<file path="src/rtl/cdb_pkg.sv">
// Shared CDB definitions used by the bus scheduler and the producer-side arbiters.
// Address 0 means "bus disconnected"; device index i drives address i+1.
package cdb_pkg;

    localparam int CDB_ADDR_W      = 4;
    localparam int CDB_MAX_DEVICES = 15;

    typedef logic [CDB_ADDR_W-1:0] cdb_addr_t;

    localparam cdb_addr_t CDB_NONE = 4'h0;

    function automatic cdb_addr_t cdb_index_to_addr(input cdb_addr_t idx);
        return idx + 1'b1;
    endfunction

endpackage

</file>
<file path="src/rtl/cdb_bus_scheduler_rr_pick_first.sv">
// Wrap-around priority pick: first set bit of req at or after base.
// The request vector is rotated so the search becomes a plain lowest-set-bit find.
module rr_pick_first #(
    parameter int N     = 15,
    parameter int IDX_W = (N > 1) ? $clog2(N) : 1
) (
    input  logic [N-1:0]     req,
    input  logic [IDX_W-1:0] base,
    output logic [IDX_W-1:0] idx,
    output logic             valid
);

    localparam logic [IDX_W:0] N_W = (IDX_W+1)'(N);

    logic [N-1:0]            rot;
    logic [N-1:0]            lowest;
    logic [N:0][IDX_W-1:0]   enc;
    logic [IDX_W:0]          sum;

    assign rot    = N'({req, req} >> base);
    assign lowest = rot & (~rot + 1'b1);

    // One-hot to binary of the offset from base
    assign enc[0] = '0;
    generate
        for (genvar gi = 0; gi < N; gi++) begin : g_enc
            assign enc[gi+1] = enc[gi] | (lowest[gi] ? IDX_W'(gi) : '0);
        end
    endgenerate

    assign sum   = {1'b0, base} + {1'b0, enc[N]};
    assign idx   = (sum >= N_W) ? IDX_W'(sum - N_W) : sum[IDX_W-1:0];
    assign valid = |req;

endmodule

</file>
<file path="src/rtl/cdb_bus_scheduler.sv">
// CDB grant scheduler: round-robin assignment of eligible producers to enabled
// buses, with registered select/grant outputs and one-cycle lockout after a grant.
module cdb_bus_scheduler
    import cdb_pkg::*;
#(
    parameter int CDB_COUNT = 2,
    parameter int DEV_COUNT = 15
) (
    input  logic                            clk,
    input  logic                            reset_n,
    input  logic [DEV_COUNT-1:0]            request,
    input  logic [CDB_COUNT-1:0]            bus_enable,
    input  logic                            flush,
    output logic [CDB_ADDR_W*CDB_COUNT-1:0] select,
    output logic [DEV_COUNT-1:0]            grant_vec
);

    localparam int IDX_W = (DEV_COUNT > 1) ? $clog2(DEV_COUNT) : 1;
    localparam logic [IDX_W-1:0] LAST_IDX = IDX_W'(DEV_COUNT - 1);

    generate
        if (DEV_COUNT < 1 || DEV_COUNT > CDB_MAX_DEVICES) begin : g_bad_dev_count
            $error("cdb_bus_scheduler: DEV_COUNT must be in 1..15");
        end
        if (CDB_COUNT < 1) begin : g_bad_cdb_count
            $error("cdb_bus_scheduler: CDB_COUNT must be at least 1");
        end
    endgenerate

    logic [IDX_W-1:0]                    rr_ptr_reg, rr_ptr_next;
    logic [DEV_COUNT-1:0]                grant_vec_reg, grant_vec_next;
    logic [CDB_ADDR_W*CDB_COUNT-1:0]     select_reg, select_next;
    logic [DEV_COUNT-1:0]                eligible;

    logic [CDB_COUNT-1:0][DEV_COUNT-1:0] pick_req;
    logic [CDB_COUNT-1:0][IDX_W-1:0]     pick_idx;
    logic [CDB_COUNT-1:0]                pick_valid;
    logic [CDB_COUNT-1:0]                bus_grant;
    logic [CDB_COUNT-1:0][DEV_COUNT-1:0] grant_onehot;
    logic [CDB_COUNT:0][DEV_COUNT-1:0]   gv_acc;
    logic [CDB_COUNT:0][IDX_W-1:0]       ptr_acc;

    // The registered grant vector doubles as the lockout mask
    assign eligible = request & ~grant_vec_reg;

    assign pick_req[0] = eligible;
    assign gv_acc[0]   = '0;
    assign ptr_acc[0]  = rr_ptr_reg;

    generate
        for (genvar gi = 0; gi < CDB_COUNT; gi++) begin : g_bus
            rr_pick_first #(
                .N     (DEV_COUNT),
                .IDX_W (IDX_W)
            ) u_pick (
                .req   (pick_req[gi]),
                .base  (rr_ptr_reg),
                .idx   (pick_idx[gi]),
                .valid (pick_valid[gi])
            );

            assign bus_grant[gi]    = bus_enable[gi] & pick_valid[gi] & ~flush;
            assign grant_onehot[gi] = DEV_COUNT'(bus_grant[gi]) << pick_idx[gi];

            assign select_next[gi*CDB_ADDR_W +: CDB_ADDR_W] = bus_grant[gi]
                ? cdb_index_to_addr(CDB_ADDR_W'(pick_idx[gi])) : CDB_NONE;

            // A disabled bus consumes no device, so the next bus sees the same candidates
            if (gi + 1 < CDB_COUNT) begin : g_chain
                assign pick_req[gi+1] = pick_req[gi] & ~grant_onehot[gi];
            end

            assign gv_acc[gi+1]  = gv_acc[gi] | grant_onehot[gi];
            assign ptr_acc[gi+1] = !bus_grant[gi] ? ptr_acc[gi]
                                 : (pick_idx[gi] == LAST_IDX) ? '0
                                 : pick_idx[gi] + 1'b1;
        end
    endgenerate

    assign grant_vec_next = gv_acc[CDB_COUNT];
    assign rr_ptr_next    = ptr_acc[CDB_COUNT];

    always_ff @(posedge clk) begin
        if (!reset_n) begin
            select_reg    <= '0;
            grant_vec_reg <= '0;
            rr_ptr_reg    <= '0;
        end else begin
            select_reg    <= select_next;
            grant_vec_reg <= grant_vec_next;
            rr_ptr_reg    <= rr_ptr_next;
        end
    end

    assign select    = select_reg;
    assign grant_vec = grant_vec_reg;

endmodule

</file>
<file path="config.mk">
export PLATFORM = sky130hd
export DESIGN_NAME = cdb_bus_scheduler
export DESIGN_NICKNAME = d
export VERILOG_FILES = /design/src/rtl/cdb_pkg.sv /design/src/rtl/cdb_bus_scheduler_rr_pick_first.sv /design/src/rtl/cdb_bus_scheduler.sv
export SDC_FILE = /design/constraint.sdc
export NUM_CORES = 1
export LEC_CHECK = 0
export CAP_MARGIN = 20
export CORE_MARGIN = 4
export CORE_UTILIZATION = 54
export DETAILED_ROUTE_END_ITERATION = 16
export PLACE_DENSITY = 0.86
export RECOVER_POWER = 50
export SLEW_MARGIN = 0
export SYNTH_ARGS = -nofsm -noshare
export SYNTH_HDL_FRONTEND = slang
export SYNTH_SLANG_ARGS = --single-unit
</file>
<file path="constraint.sdc">
create_clock -name clk -period 17.82 [get_ports clk]
set_clock_uncertainty 0.2 [all_clocks]
set_input_delay 2.673 -clock clk [delete_from_list [all_inputs] [get_ports clk]]
set_output_delay 2.673 -clock clk [all_outputs]
set_load 0.005 [all_outputs]
</file>
* Yosys cells after proc, flatten, opt, wreduce, memory -nomap -nowiden
Cells that the tools add are included.
** Cells by class
- $add $sub $neg :: 8
- $lt $le $gt $ge :: 2
- Eq/ne operators :: 2
- Shifts and indexed selects :: 4
- Mux-type cells :: 34
- Bitwise logic cells :: 40
- Reduce and logical (&&, ||, !) cells :: 5
** Operators by type and width (count)
- 4-bit OR :: 26
- 4-bit 2-to-1 mux :: 20
- 15-bit AND :: 4
- 15-bit inverter :: 4
- 30-bit by 4-bit >> shifter with 15-bit output :: 2
- 15-bit by 1-bit adder with 15-bit output, second input constant :: 2
- 15-bit OR reduction :: 2
- 1-bit by 4-bit << shifter with 15-bit output :: 2
- 3-bit 2-to-1 mux :: 8
- 15-bit OR :: 1
- 4-bit by 4-bit adder with 5-bit output :: 2
- 5-bit by 4-bit >= comparator with 1-bit output, second input constant :: 2
- 4-bit by 1-bit adder with 4-bit output, second input constant :: 2
- 4-bit == test, second input constant :: 2
- 2-bit 2-to-1 mux :: 4
- 4-bit subtractor, second input constant :: 2
- 1-bit AND :: 4
- 2-bit AND reduction :: 2
- 1-bit 2-to-1 mux :: 2
- 2-bit nonzero test :: 1
- 1-bit inverter :: 1
** Storage, ports and cells
- Bits in registers :: 27
- Output and inout port bits :: 23

* Depth between registers and ports, before layout
- Depth after elaboration :: 50
- Depth in mapped cells :: 43
- Mapped depth without buffers :: 37

* By module
A second synthesis with hierarchy kept.
** Second synthesis, totals
- Cells, all modules :: 465
- Area, all modules :: 4282.9 µm²
** By module, submodules not included
- rr_pick_first :: instances 2, cells each 150, area each 1420.1 µm², sequential area each 0.0 µm²
- cdb_bus_scheduler :: instances 1, cells each 165, area each 1442.6 µm², sequential area each 540.5 µm²

* Least setup slack after synthesis
Ideal clock, no wire load.
- Path kind :: input to register
- Start point :: input port request[14]
- End point :: register rr_ptr_reg[3]
- Setup time :: 136 ps
- Arrival time :: 11254 ps
- Slack :: 6230 ps
- Cell stages on the path :: 35
- Path through :: nor2b_1 mux4_2 nand2_1 o21ai_0 a2111oi_0 a31oi_1 a21o_1 nor2_1 and3_1 nand2_1 nand4_1 ha_1 fa_1 ha_1 buf_1 a221o_1 o311ai_2 nand2_1 a221o_1 mux4_2 a2111o_1 a2bb2o_4 or3_4 o311a_1 fa_1 inv_1 ha_1 o21a_1 a221oi_1 nand2b_1 xor2_1 or2_2 o32a_1 nor2_1 a211oi_1
** Between the ends
- Longest elaborated chain between the ends :: 49
** RTL lines
- start: declaration :: line cdb_bus_scheduler.sv:11 : input logic [DEV_COUNT-1:0] request,
- 15-bit AND * :: line cdb_bus_scheduler.sv:44 : assign eligible = request & ~grant_vec_reg;
- 30-bit by 4-bit >> shifter with 15-bit output :: line cdb_bus_scheduler_rr_pick_first.sv:20 : assign rot = N'({req, req} >> base);
- 15-bit inverter :: line cdb_bus_scheduler_rr_pick_first.sv:21 : assign lowest = rot & (~rot + 1'b1);
- 15-bit by 1-bit adder with 15-bit output :: line cdb_bus_scheduler_rr_pick_first.sv:21
- 15-bit AND :: line cdb_bus_scheduler_rr_pick_first.sv:21
- 1-bit 2-to-1 mux or 2-bit 2-to-1 mux (tied branches) :: line cdb_bus_scheduler_rr_pick_first.sv:27 : assign enc[gi+1] = enc[gi] | (lowest[gi] ? IDX_W'(gi) : '0);
- 4-bit OR (13 in series) :: line cdb_bus_scheduler_rr_pick_first.sv:27
- 4-bit by 4-bit adder with 5-bit output :: line cdb_bus_scheduler_rr_pick_first.sv:31 : assign sum = {1'b0, base} + {1'b0, enc[N]};
- [... 9 more ...]
- 1-bit 2-to-1 mux or 2-bit 2-to-1 mux (tied branches) :: line cdb_bus_scheduler_rr_pick_first.sv:27
- 4-bit OR (13 in series) :: line cdb_bus_scheduler_rr_pick_first.sv:27
- 4-bit by 4-bit adder with 5-bit output :: line cdb_bus_scheduler_rr_pick_first.sv:31
- 4-bit subtractor or 5-bit by 4-bit >= comparator with 1-bit output (tied branches) :: line cdb_bus_scheduler_rr_pick_first.sv:32 : assign idx = (sum >= N_W) ? IDX_W'(sum - N_W) : sum[IDX_W-1:0];
- 4-bit 2-to-1 mux :: line cdb_bus_scheduler_rr_pick_first.sv:32
- 4-bit by 1-bit adder with 4-bit output or 4-bit == test (tied branches) :: line cdb_bus_scheduler.sv:76, cdb_bus_scheduler.sv:75
- 4-bit 2-to-1 mux :: line cdb_bus_scheduler.sv:75 : : (pick_idx[gi] == LAST_IDX) ? '0
- 4-bit 2-to-1 mux :: line cdb_bus_scheduler.sv:74 : assign ptr_acc[gi+1] = !bus_grant[gi] ? ptr_acc[gi]
- end signal: assignment :: line cdb_bus_scheduler.sv:91 : rr_ptr_reg <= rr_ptr_next;
- end: declaration :: line cdb_bus_scheduler.sv:30 : logic [IDX_W-1:0] rr_ptr_reg, rr_ptr_next;
Mark *: on every way between the ends. The rest lies on a longest branch, timed or not. The select of a mux whose other input is x is not followed.
A chain may end at the register's enable or synchronous reset.

* Final worst setup path
Same ends and word-level chain as after synthesis.

==> impl_metrics.yaml <==
clock_tree:
  htreeDepth: 1
  clkLatencyLatePin_ps: 290
  cts_tree: "built"
  clockBufferDepth: 2
  numCtsBuffers: 3
  cts_resized: 0
  clock_sinks: 27
  cts_hold_buf: 0
  cts_setup_buffers: 0
  root_buffer: "clkbuf_8"
  clk_pin_slew_ps: 110
layout:
  diodes: 0
  largest_reg_flops: 15
  fillers: 774
  syn_to_final_growth_pct: 9.88
  drive_above_1_share: 0.102
  utilization: 0.606
  fin_nets: 673
power_and_ir_drop:
  vdd_drop_max_v: 0.000138
  p_int_uw: 473
  comb_power_share: 0.895
  p_sw_uw: 634
  seqPwrFrac: 0.071
  powerDensity_mw_per_mm2: 211
  power.share.switching: 0.573
  p_clk_frac: 0.034
  p_leak_uw: 0.00204
global_route:
  antenna_found_initial: 0
  first_global_vias: 5033
  grt_pass1_wl_microns: 26500
  grt_usage: 0.323
  grt_max_degree: 69
  grt_overflow: 0
synthesis:
  synth_most_common_cell: "nor2_1"
  ys_seq_elements: 27
  synthFlopType: "dfxtp_1"
  yosysWarnings: 0
  ys_types: 80
  synth_area_leader_cell: "dfxtp_1"
  synthCells: 624
  yosysTopAreaCellShare: 0.113
  synth_edf_count: 0
  synth_sequential_area_ratio: 0.113
  yosys-top-cells-count: "nor2_1, nand2_1, mux2i_1"
  async_flop_share: 0
  avgSynthCellArea_sq_um: 7.67
  ys_top_cells_by_area: "dfxtp_1, mux4_2, mux2i_1, nor2_1, nand2_1"
  syn_nets: 658
  synthesis.area_sq_mm: 0.00479
worst_setup_path:
  crit_type: "in2reg"
  cp-startpoint: "request[14]"
  worst_setup_path_start_kind: "input pin"
  critical_path_depth: 37
  cp_common_cell: "ha_1"
  worstSetupEndpointType: "flip-flop"
  path_delay_family: "compound AO/OA/AOI/OAI gates"
  ff2ff_setup_slack_ps: 6640
  critPathMaxFanout: 13
  r2r-end: "rr_ptr_reg[3]$_SDFFE_PN0P_"
  slowest_stage: "a221oi_1"
  critPathArrivalTime_ps: 13400
  slowest_delay_ps: 840
  reg2reg_from: "rr_ptr_reg[0]$_SDFFE_PN0P_"
  crit_buf_inv: 3
  endpoint: "rr_ptr_reg[3]$_SDFFE_PN0P_"
  required_ps: 17790
  r2r_cells: 36
sta:
  rsz0062_at_grt: "no"
  timing.final.ws_setup_ps: 4390
  fin_crit_sh: 0.753
  tns_ps: 0
  max_freq_mhz: 74.5
  finalCriticalPeriod_ps: 13430
  final-setup-viol-count: 0
  worst_pin_slew_ps: 973
  slew_headroom: 0.352
  slew_violations: 0
  finalHoldViolCount: 0
  hold_slack_ps: 770
floorplanning:
  fp.dieH_microns: 102
  fp.dieArea_sq_mm: 0.0104
  chipWidth_microns: 102
  num_io_pins: 43
  fp-row-count: 34
  core_sq_mm: 0.00868
  start_util: 0.551
placed_design:
  dp_hpwl_microns: 12800
  gp_congestion: 1.03
  port_buffers: 42
  place_ws_ps: 4420
route:
  antenna_left: 0
  wl_per_cell_microns: 22.1
  dr.pass1.iters: 5
  remaining_drc_errors: 0
  dr_total_vias: 5331
  drtIter0Drc: 487
  drt_wl_total_microns: 16500
  via_per_inst: 7.15
min_path:
  holdCritPathClass: "reg2reg"
  holdCritStartpoint: "rr_ptr_reg[2]$_SDFFE_PN0P_"
run_status:
  status: "finished, final reports clean"
job:
  cap_violations: 0
[layout by cell type (no fill, tap or decap), types with 6 or more instances in the layout]
| cell | synthesis | routed |
|---|---|---|
| a211o_1 | 6 | 6 |
| a211oi_1 | 9 | 9 |
| a21o_1 | 10 | 10 |
| a21oi_1 | 35 | 35 |
| a221o_1 | 6 | 6 |
| a221oi_1 | 8 | 8 |
| a31oi_1 | 8 | 8 |
| a32o_1 | 6 | 6 |
| and2_1 | 14 | 14 |
| and3_1 | 7 | 7 |
| buf_4 | 0 | 6 |
| clkdlybuf4s50_1 | 0 | 18 |
| dfxtp_1 | 27 | 26 |
| dlygate4sd3_1 | 0 | 24 |
| ha_1 | 12 | 12 |
| inv_1 | 16 | 16 |
| mux2_2 | 10 | 10 |
| mux2i_1 | 38 | 38 |
| mux4_2 | 19 | 19 |
| nand2_1 | 53 | 53 |
| nand2b_1 | 20 | 20 |
| nand3_1 | 22 | 22 |
| nor2_1 | 71 | 71 |
| nor2b_1 | 21 | 21 |
| nor3_1 | 12 | 12 |
| o211ai_1 | 8 | 8 |
| o21a_1 | 9 | 9 |
| o21ai_0 | 21 | 21 |
| o22ai_1 | 6 | 6 |
| xnor2_1 | 13 | 13 |
[kinds of logic (layout without fill, tap and decap cells)]
family | count (synthesis) | in the layout | synth area share
buffers and inverters | 56 | 70 | 0.0512
muxes | 68 | 68 | 0.198
adders and majority gates | 14 | 14 | 0.0397
and+or+nand+nor | 258 | 258 | 0.277
AOI/OAI and AO/OA | 185 | 185 | 0.290
DFF | 27 | 27 | 0.113
xor gates and xnor gates | 16 | 16 | 0.0309
[how the worst min path moves through the flow]
stage / to / cells past startpoint / slack [ps]
2_1_floorplan: select[4]$_SDFF_PN0_ / 4 / 610
3_3_place_gp: rr_ptr_reg[2]$_SDFFE_PN0P_ / 5 / 730
3_5_place_dp: rr_ptr_reg[2]$_SDFFE_PN0P_ / 5 / 760
4_1_cts: rr_ptr_reg[2]$_SDFFE_PN0P_ / 5 / 780
5_1_grt: rr_ptr_reg[2]$_SDFFE_PN0P_ / 5 / 840
6_report: rr_ptr_reg[2]$_SDFFE_PN0P_ / 5 / 770
[tightest hold or removal path: stages, from the launching register on]
cell,delay (ps)
dfxtp_1,320
buf_4,260
nand2_1,100
o31ai_1,100
nand2_1,80
a21oi_1,60
[layer usage]
| metal | routed length, microns | GRT usage | vias to the layer above |
|---|---|---|---|
| met5 | 0 | 0 | - |
| met4 | 762 | 0.136 | 0 |
| met3 | 1550 | 0.0560 | 69 |
| met2 | 7340 | 0.506 | 334 |
| met1 | 6800 | 0.440 | 2511 |
| li1 | - | - | 2417 |
[per-stage QoR]
step	std cells	total power, uW	cell area (sq um)
6_report	746	1110	5260
5_1_grt	746	1190	5260
4_1_cts	746	1080	5260
3_5_place_dp	742	1040	5210
3_3_place_gp	742	1020	5210
2_1_floorplan	624	823	4790
[layout make-up]
type | instances | area, sq um | share of cell area
clock buffers | 3 | 41.3 | 0.00785
inverters | 18 | 67.6 | 0.0128
flip-flops and latches | 27 | 542 | 0.103
well taps | 108 | 135 | 0.0257
repair buffers | 48 | 465 | 0.0885
clock inverters | 1 | 7.51 | 0.00143
multi-input cells | 541 | 4000 | 0.761
[power by group through the flow]
stage          sequential (uW)  combinational [uW]  clock [uW]
3_3_place_gp              80.1                 935           0
5_1_grt                   79.7                1070        39.5
4_1_cts                   79.0                 964        37.6
6_report                  78.9                 991        37.2
2_1_floorplan             81.8                 741           0
3_5_place_dp              80.3                 956           0
Note: power is estimated with default switching activity, not from simulation.
